[src/rtl/cpu_run_monitor_pkg.sv]
// Shared types and default parameter values for the CPU run monitor.
// The optional PC trace is enabled by defining CPU_RUN_MONITOR_TRACE_EN.
package cpu_run_monitor_pkg;

    typedef enum logic [2:0] {
        S_IDLE    = 3'd0,
        S_RESET   = 3'd1,
        S_RUN     = 3'd2,
        S_DRAIN   = 3'd3,
        S_DONE    = 3'd4,
        S_TIMEOUT = 3'd5
    } state_e;

    localparam int DEF_PC_W        = 16;
    localparam int DEF_RST_HOLD    = 3;
    localparam int DEF_DRAIN_CYC   = 3;
    localparam int DEF_TIMEOUT_CYC = 25000;
    localparam int DEF_TRACE_DEPTH = 8;

endpackage

[src/rtl/cpu_run_monitor_pc_trace_buf.sv]
// Circular PC history buffer. Index 0 on the read port is the most recent
// write; indices at or beyond the valid count read as zero.
module pc_trace_buf #(
    parameter int PC_W  = 16,
    parameter int DEPTH = 8
) (
    input  logic                     clk,
    input  logic                     rst_n,
    input  logic                     clr_i,
    input  logic                     wr_en_i,
    input  logic [PC_W-1:0]          wr_pc_i,
    input  logic [$clog2(DEPTH)-1:0] rd_idx_i,
    output logic [PC_W-1:0]          rd_pc_o,
    output logic [$clog2(DEPTH):0]   count_o
);

    localparam int IDX_W = $clog2(DEPTH);
    localparam logic [IDX_W:0] DEPTH_CNT = (IDX_W+1)'(DEPTH);

    logic [PC_W-1:0]  mem_q [DEPTH];
    logic [IDX_W-1:0] wr_ptr_q;
    logic [IDX_W:0]   count_q;
    logic [IDX_W-1:0] rd_slot;

    // Write pointer wraps naturally because DEPTH is a power of two.
    always_ff @(posedge clk or negedge rst_n) begin
        if (!rst_n) begin
            wr_ptr_q <= '0;
            count_q  <= '0;
        end else if (clr_i) begin
            wr_ptr_q <= '0;
            count_q  <= '0;
        end else if (wr_en_i) begin
            wr_ptr_q <= wr_ptr_q + IDX_W'(1);
            if (count_q != DEPTH_CNT) begin
                count_q <= count_q + (IDX_W+1)'(1);
            end
        end
    end

    // Storage needs no reset: entries are only visible once written.
    always_ff @(posedge clk) begin
        if (wr_en_i && !clr_i) begin
            mem_q[wr_ptr_q] <= wr_pc_i;
        end
    end

    // Read relative to the newest entry, masking slots not yet written.
    always_comb begin
        rd_slot = wr_ptr_q - IDX_W'(1) - rd_idx_i;
        rd_pc_o = '0;
        if ({1'b0, rd_idx_i} < count_q) begin
            rd_pc_o = mem_q[rd_slot];
        end
    end

    assign count_o = count_q;

endmodule

[src/rtl/cpu_run_monitor.sv]
// CPU run monitor: holds the CPU in reset for a fixed time after start,
// counts running cycles, captures the halt PC, drains the pipeline and
// flags completion or timeout. Define CPU_RUN_MONITOR_TRACE_EN to include
// the PC history buffer; otherwise the trace outputs read as zero.
//
//   state   | meaning
//   IDLE    | waiting for start, CPU held in reset
//   RESET   | CPU reset asserted for RST_HOLD cycles
//   RUN     | CPU running, counting cycles, watching hlt and timeout
//   DRAIN   | halt seen, pipeline drains for DRAIN_CYC cycles
//   DONE    | run ended by halt, CPU left out of reset
//   TIMEOUT | run ended by timeout, CPU forced back into reset
module cpu_run_monitor
    import cpu_run_monitor_pkg::*;
#(
    parameter int PC_W        = DEF_PC_W,
    parameter int RST_HOLD    = DEF_RST_HOLD,
    parameter int DRAIN_CYC   = DEF_DRAIN_CYC,
    parameter int TIMEOUT_CYC = DEF_TIMEOUT_CYC,
    parameter int TRACE_DEPTH = DEF_TRACE_DEPTH
) (
    input  logic                           clk,
    input  logic                           rst_n,
    input  logic                           start,
    input  logic [PC_W-1:0]                pc,
    input  logic                           hlt,
    output logic                           cpu_rst_n,
    output logic                           busy,
    output logic                           done,
    output logic                           timed_out,
    output logic [31:0]                    cycle_count,
    output logic [PC_W-1:0]                halt_pc,
    input  logic [$clog2(TRACE_DEPTH)-1:0] trace_rd_idx,
    output logic [PC_W-1:0]                trace_rd_pc,
    output logic [$clog2(TRACE_DEPTH):0]   trace_count
);

    localparam int          TMR_W        = 16;
    localparam logic [31:0] TIMEOUT_LAST = 32'(TIMEOUT_CYC - 1);

    state_e           state_q, state_d;
    logic [TMR_W-1:0] timer_q, timer_d;
    logic             cpu_rst_n_q, cpu_rst_n_d;
    logic [31:0]      cycle_count_q;
    logic [PC_W-1:0]  halt_pc_q;
    logic             launch;
    logic             counting;

    // State, phase timer and registered CPU reset.
    always_ff @(posedge clk or negedge rst_n) begin
        if (!rst_n) begin
            state_q     <= S_IDLE;
            timer_q     <= '0;
            cpu_rst_n_q <= 1'b0;
        end else begin
            state_q     <= state_d;
            timer_q     <= timer_d;
            cpu_rst_n_q <= cpu_rst_n_d;
        end
    end

    // Next-state: timers count down to zero; hlt beats timeout in RUN.
    always_comb begin
        state_d = state_q;
        timer_d = timer_q;
        case (state_q)
            S_IDLE, S_DONE, S_TIMEOUT: begin
                if (start) begin
                    state_d = S_RESET;
                    timer_d = TMR_W'(RST_HOLD - 1);
                end
            end
            S_RESET: begin
                if (timer_q == '0) begin
                    state_d = S_RUN;
                end else begin
                    timer_d = timer_q - TMR_W'(1);
                end
            end
            S_RUN: begin
                if (hlt) begin
                    state_d = S_DRAIN;
                    timer_d = TMR_W'(DRAIN_CYC - 1);
                end else if (cycle_count_q == TIMEOUT_LAST) begin
                    state_d = S_TIMEOUT;
                end
            end
            S_DRAIN: begin
                if (timer_q == '0) begin
                    state_d = S_DONE;
                end else begin
                    timer_d = timer_q - TMR_W'(1);
                end
            end
            default: state_d = S_IDLE;
        endcase
    end

    // Outputs decoded from state; CPU reset is derived from the next state
    // so it releases exactly in the first RUN cycle.
    always_comb begin
        busy        = 1'b0;
        done        = 1'b0;
        timed_out   = 1'b0;
        launch      = 1'b0;
        counting    = 1'b0;
        case (state_q)
            S_IDLE:    launch = start;
            S_RESET:   busy = 1'b1;
            S_RUN: begin
                busy     = 1'b1;
                counting = 1'b1;
            end
            S_DRAIN: begin
                busy     = 1'b1;
                counting = 1'b1;
            end
            S_DONE: begin
                done   = 1'b1;
                launch = start;
            end
            S_TIMEOUT: begin
                timed_out = 1'b1;
                launch    = start;
            end
            default: ;
        endcase
        cpu_rst_n_d = (state_d == S_RUN) || (state_d == S_DRAIN) || (state_d == S_DONE);
    end

    // Run statistics: cleared on launch, frozen outside RUN/DRAIN.
    always_ff @(posedge clk or negedge rst_n) begin
        if (!rst_n) begin
            cycle_count_q <= '0;
            halt_pc_q     <= '0;
        end else if (launch) begin
            cycle_count_q <= '0;
            halt_pc_q     <= '0;
        end else begin
            if (counting && (cycle_count_q != 32'hFFFF_FFFF)) begin
                cycle_count_q <= cycle_count_q + 32'd1;
            end
            if ((state_q == S_RUN) && hlt) begin
                halt_pc_q <= pc;
            end
        end
    end

    assign cpu_rst_n   = cpu_rst_n_q;
    assign cycle_count = cycle_count_q;
    assign halt_pc     = halt_pc_q;

`ifdef CPU_RUN_MONITOR_TRACE_EN
    pc_trace_buf #(
        .PC_W  (PC_W),
        .DEPTH (TRACE_DEPTH)
    ) u_trace (
        .clk      (clk),
        .rst_n    (rst_n),
        .clr_i    (launch),
        .wr_en_i  (counting),
        .wr_pc_i  (pc),
        .rd_idx_i (trace_rd_idx),
        .rd_pc_o  (trace_rd_pc),
        .count_o  (trace_count)
    );
`else
    logic unused_trace_idx;
    assign unused_trace_idx = ^trace_rd_idx;
    assign trace_rd_pc      = '0;
    assign trace_count      = '0;
`endif

endmodule

[config.mk]
export PLATFORM = sky130hd
export DESIGN_NAME = cpu_run_monitor
export DESIGN_NICKNAME = d
export VERILOG_FILES = /design/src/rtl/cpu_run_monitor_pkg.sv /design/src/rtl/cpu_run_monitor_pc_trace_buf.sv /design/src/rtl/cpu_run_monitor.sv
export SDC_FILE = /design/constraint.sdc
export NUM_CORES = 1
export LEC_CHECK = 0
export ABC_AREA = 0
export BUFFER_PORTS_ARGS = -buffer_cell sky130_fd_sc_hd__buf_4
export CAP_MARGIN = 20
export CORE_UTILIZATION = 40
export CTS_CLUSTER_DIAMETER = 40
export DETAILED_ROUTE_END_ITERATION = 12
export MAX_ROUTING_LAYER = met4
export SETUP_SLACK_MARGIN = 0.2
export SYNTH_ARGS = -nofsm -noshare
export SYNTH_HDL_FRONTEND = slang
export SYNTH_SLANG_ARGS = --single-unit
[constraint.sdc]
create_clock -name clk -period 4.3 [get_ports clk]
set_input_delay 0.215 -clock clk [delete_from_list [all_inputs] [get_ports clk]]
set_output_delay 0.215 -clock clk [all_outputs]
set_load 0.01 [all_outputs]
---- Word-level counts from Yosys, hierarchy flattened ----
Index checks and enable logic that the tools add are counted.
word-level totals
  register bits after elaboration ......... 68
  input port bits ......................... 23
  output and inout bits ................... 72
  logic and storage cells ................. 53
operators by class
  $add $sub $neg .......................... 2
  equality and inequality tests ........... 13
  muxes and demuxes ....................... 19
  reductions and logical operators ........ 14
operators by type and width
  operator               number
  $mux 16                5
  $mux 32                2
  $pmux 16 s3            1
  $add 32x1->32 const B  1
  $eq 32x15->1 const B   1
  $ne 32x32->1 const B   1
  $logic_not 16->1       1
  $sub 16x1->16 const B  1
  $mux 3                 5
  $eq 3x2->1 const B     4
  $pmux 3 s4             1
  $eq 3x3->1 const B     3
  $reduce_or 3->1        2
  $mux 1                 5
  $ne 2x2->1 const B     2
  $reduce_and 4->1       1
  $reduce_bool 2->1      2
  $reduce_or 2->1        2
  $eq 3x1->1 const B     1
  $logic_not 3->1        1
  $reduce_bool 3->1      1
  $logic_and 1x1->1      2
  $logic_or 1x1->1       2
  $ne 2x1->1 const B     1

---- Logic depth before layout (Yosys ltp) ----
Gate-level depths: netlist (run 1).
  word-level depth ........................ 7
  mapped depth ............................ 9
  depth with buffers taken out ............ 7

---- Least setup slack after synthesis (run 1) ----
No wires, ideal clock.
  kind .................................... register to register
  start ................................... register timer_q[6]
  end ..................................... register timer_q[15]
  setup time .............................. 0.078 ns
  arrival time ............................ 2.233 ns
  data required time ...................... 4.222 ns
  setup slack ............................. 1.989 ns
  cell stages (with the launch flop) ...... 7
  clock period less this slack ............ 2.311 ns
  cell sequence ........................... dfrtp_1 buf_6 or4_4 or4_4 or3_1 or4_1 a21oi_1
between the ends
  cells in the longest elaborated chain, start to end .. 3
ends and longest elaborated chain
  item                                               line                   source
  start, declared                                    cpu_run_monitor.sv:42  logic [TMR_W-1:0] timer_q, timer_d;
  start signal, assigned                             cpu_run_monitor.sv:57  timer_q <= timer_d;
  $sub 16x1->16 or $logic_not 16->1 (tied branches)  -
  $mux 16 or $ne 2x2->1 (tied branches)              -
  $pmux 16 s3 or $reduce_and 4->1 (tied branches)    -
Parallel ways exist; a longest one is shown, timed or not. The select of a mux whose other input is x is not followed.
A chain may end at the register's enable or synchronous reset.

---- Worst setup path after layout (run 1) ----
  start ................................... register state_q[1]
  end ..................................... register cpu_rst_n_q (netlist: cpu_rst_n)
between the ends
  cells in the longest elaborated chain, start to end .. 6
ends and longest elaborated chain
  item                                                 line                    source
  start, declared                                      cpu_run_monitor.sv:41   state_e state_q, state_d;
  start signal, assigned                               cpu_run_monitor.sv:56   state_q <= state_d;
  $eq 3x3->1, or another cell as far along             cpu_run_monitor.sv:66   case (state_q)
  $reduce_or 3->1 (no line) or $mux 3 (tied branches)  -
  $pmux 3 s4 (*)                                       cpu_run_monitor.sv:66
  $eq 3x2->1                                           cpu_run_monitor.sv:128  cpu_rst_n_d = (state_d == S_RUN) || (state_d == S_DRAIN) || (state_d == S_DONE);
  $logic_or 1x1->1                                     cpu_run_monitor.sv:128
  $logic_or 1x1->1 (*)                                 cpu_run_monitor.sv:128
  via cpu_rst_n_d                                      cpu_run_monitor.sv:43   logic cpu_rst_n_q, cpu_rst_n_d;
  end signal, assigned                                 cpu_run_monitor.sv:58   cpu_rst_n_q <= cpu_rst_n_d;
  end, declared                                        cpu_run_monitor.sv:43
Mark *: on every way through the listed nets, which the timed path passes. The rest lies on a longest branch.

==> results of run 1 <==
-- worst max-delay path by stage --
stage | slack [ns] | depth (start not counted) | endpoint
floorplan | 1.99 | 6 | timer_q[15]
global placement | 1.66 | 5 | cpu_rst_n
detailed placement | 1.55 | 5 | cycle_count[27]
CTS | 1.54 | 5 | cycle_count[27]
global route | 1.32 | 5 | cpu_rst_n
finish | 1.68 | 5 | cpu_rst_n
-- cell usage after synthesis, drive strengths merged (2+ instances only) --
master	n	area share, %
ha	2	0.67
nor2b	3	0.50
or3	6	1.0
o32ai	2	0.47
nor3	8	1.1
o311ai	3	0.70
and3	5	0.84
a31o	2	0.47
nor3b	3	0.60
or4	12	2.6
clkbuf	19	1.9
inv	6	0.60
xnor2	8	1.9
o31ai	13	2.7
o41ai	3	0.70
nand3	11	1.5
buf	24	4.7
nand2	59	5.9
a211oi	2	0.40
o21ai	7	0.94
a41o	6	1.6
a31oi	5	0.84
nand2b	10	1.7
nor4b	2	0.47
xor2	5	1.2
nand4	17	2.8
nor2	30	3.0
dfrtp	68	45
and4	5	1.2
o211ai	7	1.4
a21o	3	0.60
nor4	10	1.8
mux2i	6	1.6
a21oi	35	4.7
-- metrics by stage --
stage | util (%) | hold WS [ns] | total power [mW] | cell area [sq um] | instances
3_5_place_dp | 47.8 | 0.400 | 1.68 | 4250 | 571
5_1_grt | 50.4 | 0.0504 | 2.39 | 4480 | 588
2_1_floorplan | - | -0.0806 | 1.45 | 3820 | 433
4_1_cts | 50.2 | 0.0227 | 2.24 | 4470 | 587
3_3_place_gp | 47.8 | 0.406 | 1.66 | 4250 | 571
6_report | 50.4 | -0.0149 | 2.22 | 4480 | 588
-- layer usage --
metal  part of all wire (%)  global-route usage, %  up-vias
met2                     47                   31.1       81
met1                     47                   25.6     1583
met4                    1.1                   4.02        0
li1                       -                      -     1602
met5                      0                      -        -
met3                    4.8                   4.96       10
-- area by class of cell --
type	count	area share (%)
Multi-Input combinational cell	316	41.3
Sequential cell	68	38.0
Timing Repair Buffer	74	12.5
Clock buffer	11	3.38
Tap cell	108	3.02
Clock inverter	5	1.34
Inverter	6	0.503
-- flip-flops by register name, summed over array words and instances (netlist names) --
signal and count:
state_q 3, cpu_rst_n 1, timer_q 16, halt_pc 16, cycle_count 32
-- power by group --
part           switching (mW)  internal, mW  total (mW)
clock                   0.248         0.299       0.547
sequential              0.134         0.762       0.896
combinational           0.449         0.326       0.775
total                   0.831          1.39        2.22
-- placed cells by master (no fill, tap or decap), types with 6 or more instances in the layout --
master    Yosys  routed
nand4_1      17      17
nand2_1      59      59
o21ai_0       6       6
o211ai_1      7       7
nand3_1      11      11
o31ai_1      12      12
a41o_1        6       6
or4_1         9       9
nand2b_1     10      10
or3_1         6       6
xnor2_1       8       8
nor4_1        9       9
nor3_1        8       8
buf_4        20      73
mux2i_1       6       6
nor2_1       30      29
a21oi_1      35      35
dfrtp_1      68      68
clkbuf_8      0      11
conb_1        1      20
inv_1         6       6
-- cells by family after synthesis --
kind of cell	Yosys count	synth area share, %
flops	68	45.4
fa+ha+maj	2	0.668
xor+xnor	13	3.04
mux	6	1.60
other cells	1	0.100
buf+inv	49	7.22
simple gates	185	25.9
compound gates	90	16.0
==> results.toml, run 1 <==
[sta]
maxClockFrequency_mhz = 381
slew_viol_final = 0
slew_headroom_pct = 36.8
rsz0062_at_grt = "false"
finalSetupTns_ns = 0
finalSetupViolations = 0
period_share_pct = 61.0
finalClockSkew_ns = 0.0111
hold_ws_ns = -0.0149
report.final.hold_viol_count = 12
period_minus_slack_ns = 2.62
tightest_slew_ns = 0.940
setup_slack_ns = 1.68

[grt]
antenna_found_initial = 0
grt_overflow = 0
grt_max_degree = 69
grt_use_total_pct = 19.7
grt_first_pass_wirelength_microns = 14900
grt_pass1_vias = 3027

[synth]
ys_seq_area_share_pct = 45.4
yosys.cell_types.count = 48
synth-main-ff-cell = "dfrtp_1"
ys_ff_latch = 68
ys_warn_count = 0
syn_inst = 414
synth_edf_count = 0
ys_async_sr_fraction_pct = 100
syn_area_per_cell_sq_um = 9.05
syn-cell-area_sq_um = 3740

[setup_path]
rr_startpoint = "state_q[1]"
critPathBufInv = 0
arrival_ns = 2.85
critPathSlowestCell = "nand2_1"
cp-end-kind = "register"
max_stage_delay_ns = 0.65
cp-start-kind = "register"
crit_required_ns = 4.53
crit_fanout = 17
worstSetupStartpoint = "state_q[1]"
rr_endpoint = "cpu_rst_n"
cpLargestDelayFamily = "simple AND/OR/NAND/NOR gates"
rrSetupSlack_ns = 1.68
cp_cell_sequence = "nor2b_1 > nand3_1 > nand2_1 > o31ai_1 > a21o_1"
rr_worst_depth = 5
criticalPathCategory = "register to register"

[drt]
vias_per_cell = 5.57
routed_wl_microns = 8880
firstDrtPassIters = 4
ant_nets = 0
vias = 3276
post-route-drc-count = 0
routedWlPerCell_microns = 15.1
dr.first_iter.drc_count = 166

[floorplanning]
start_util_pct = 42.1
die_x_microns = 98.8
die_h_microns = 98.8
core_sq_um = 8890
dieArea_sq_um = 9750
std_cell_rows = 34
ios = 95

[layout]
syn2layout_area_growth_pct = 19.5
fill_cells = 845
seqCellArea_sq_um = 1700
finalNetCount = 500
layout-drive-gt1-share_pct = 20.6
multi_input_area_sq_um = 1850
antenna_cells = 0

[run_status]
status = "finished with violations"
violations = "negative hold slack"

[pwr]
power_density_nw_per_um2 = 495
peakVddDrop_mv = 0.192
p_leak_nw = 2.08

[clock_tree]
cts_sinks = 68
cts_buffer_depth = 2
numCtsBuffers = 9
cts_root_buffer = "clkbuf_8"
htree_levels = 3
postCtsSetupBuffers = 0
clock_latency_ns = 0.34
clkTransAtPathRegs_ns = 0.08
cts_tree = "yes"
ctsResizeCount = 0
postCtsHoldBufs = 0

[worst_hold_path]
hold_path_class = "input pin to asynchronous set/reset pin"

[placed_design]
hpwl_microns = 6060
pre_cts_slack_ns = 1.55
gp_congestion = 0.792
io_buffers = 71

[flow_run]
maxCapViolCount = 0
No activity file was read; power rests on OpenSTA's default activity.
==> inputs of run 2 (changes only) <==
clock period = 2.7 ns   (was 4.3 ns; I/O delays follow)
==> run 2 against run 1 <==
  * The run now ends clean
  * Non-clock buffer count grew 8
  * Maximum frequency rose by 9.8%
  * First-iteration DRC count fell by 37%
==> results.toml, run 2 (synthesis gave the netlist of run 1 again) <==
[sta]
finalClockSkew_ns = 0.00960
maxClockFrequency_mhz = 419
finalSetupTns_ns = 0
slew_viol_final = 0
rsz0062_at_grt = "false"
period_share_pct = 88.5
finalSetupViolations = 0
period_minus_slack_ns = 2.39
tightest_slew_ns = 0.862
report.final.hold_viol_count = 0
slew_headroom_pct = 42.5

[clock_tree]
cts_tree = "yes"
cts_buffer_depth = 2
clkTransAtPathRegs_ns = 0.07
cts_root_buffer = "clkbuf_8"
postCtsSetupBuffers = 0
clock_latency_ns = 0.34
htree_levels = 3
cts_sinks = 68
numCtsBuffers = 9

[setup_path]
arrival_ns = 2.66
crit_required_ns = 2.97
cp-start-kind = "register"
crit_fanout = 8
criticalPathCategory = "register to register"
cp-end-kind = "register"

[placed_design]
placed_cells = 579
gp_congestion = 0.786
io_buffers = 71
hpwl_microns = 5930

[drt]
wl_met2_microns = 4000
top_layer = "met4"
firstDrtPassIters = 4
dr.first_iter.drc_count = 104
post-route-drc-count = 0
routedWlPerCell_microns = 14.6
wl_met1_microns = 4220
ant_nets = 0
routed_wl_microns = 8720
vias = 3302
routed-wl-met3_microns = 398
vias_per_cell = 5.55

[run_status]
status = "finished clean"

[layout]
syn2layout_area_growth_pct = 19.6
antenna_cells = 0
final_common_cell = "buf_4"
finalNetCount = 508
layout.cells.most_common_list = "buf_4 (81), dfrtp_1 (68), nand2_1 (59), a21oi_1 (35), nor2_1 (29)"
fin_cells = 595
layout-drive-gt1-share_pct = 21.6
largest_register_ffs = 32

[floorplanning]
dieArea_sq_um = 9750
std_cell_rows = 34
start_util_pct = 42.1
core_sq_um = 8890
ios = 95
die_x_microns = 98.8
die_h_microns = 98.8

[grt]
grt_max_degree = 69
grt_overflow = 0
grt_first_pass_wirelength_microns = 14900
antenna_found_initial = 0
grt_use_total_pct = 19.7
grt_pass1_vias = 3094

[pwr]
power_mw = 3.38
power_density_nw_per_um2 = 755
p_leak_nw = 2.11
peakVddDrop_mv = 0.299

[flow_run]
maxCapViolCount = 0

[worst_hold_path]
hold_path_class = "input pin to register"
[run 2: cell count changes in the layout (fill, tap and decap cells not counted), sizes merged]
cell / before / now
clkinv: 0 / 5
buf: 74 / 81
bufinv: 1 / 0
dlygate4sd3: 0 / 1
clkbuf: 11 / 9
clkinvlp: 4 / 1
[run 2: layout make-up]
class	count	area, sq um
fillers	855	4410
multi-input cells	316	1850
flip-flops and latches	68	1700
well taps	108	135
repair buffers	82	618
clock buffers	9	124
inverters	6	22.5
clock inverters	6	32.5
[run 2: critical path, stage by stage (launching register included)]
cell and delay, ns:
dfrtp_1 0.46, or4_4 0.51, or4_4 0.45, or3_1 0.34, or4_1 0.40, a21oi_1 0.15
[run 2: power by group]
group	switching [mW]	leakage (nW)	internal, mW
Sequential	0.213	0.931	1.21
Combinational	0.707	1.09	0.549
Clock	0.379	0.0844	0.319
[run 2: path summary, 6_finish.rpt]
kind                            start               to  slack (ns)  cells after the start
min reg2reg                timer_q[0]       timer_q[0]        0.51                      2
max                        timer_q[6]      timer_q[15]        0.31                      5
max reg2reg                timer_q[6]      timer_q[15]        0.31                      5
min in group asynchronous       rst_n      timer_q[14]        0.44                      2
min                             pc[2]       halt_pc[2]        0.04                      3
max in group asynchronous       rst_n  cycle_count[26]        1.69                      2
[run 2: stage by stage]
stage | setup WS (ns) | instance area [sq um] | hold WS (ns) | utilization [%]
detailed placement | 0.333 | 4310 | 0.310 | 48.5
floorplan | 0.389 | 3820 | -0.161 | -
global route | 0.222 | 4480 | 0.0278 | 50.4
global placement | 0.365 | 4310 | 0.314 | 48.5
finish | 0.311 | 4480 | 0.0385 | 50.4
CTS | 0.313 | 4480 | 0.0180 | 50.4
[run 2: timing repair]
item,4_1_cts,5_1_grt
hold endpoints to repair,68,0
gates resized for setup,0,0
hold buffers,1,0
setup endpoints to repair,0,0
[run 2: routing by layer]
metal	global-route usage, %	up-vias
met4	7.12	0
met1	26.6	1574
met3	2.98	11
li1	-	1623
met5	-	-
met2	30.1	94
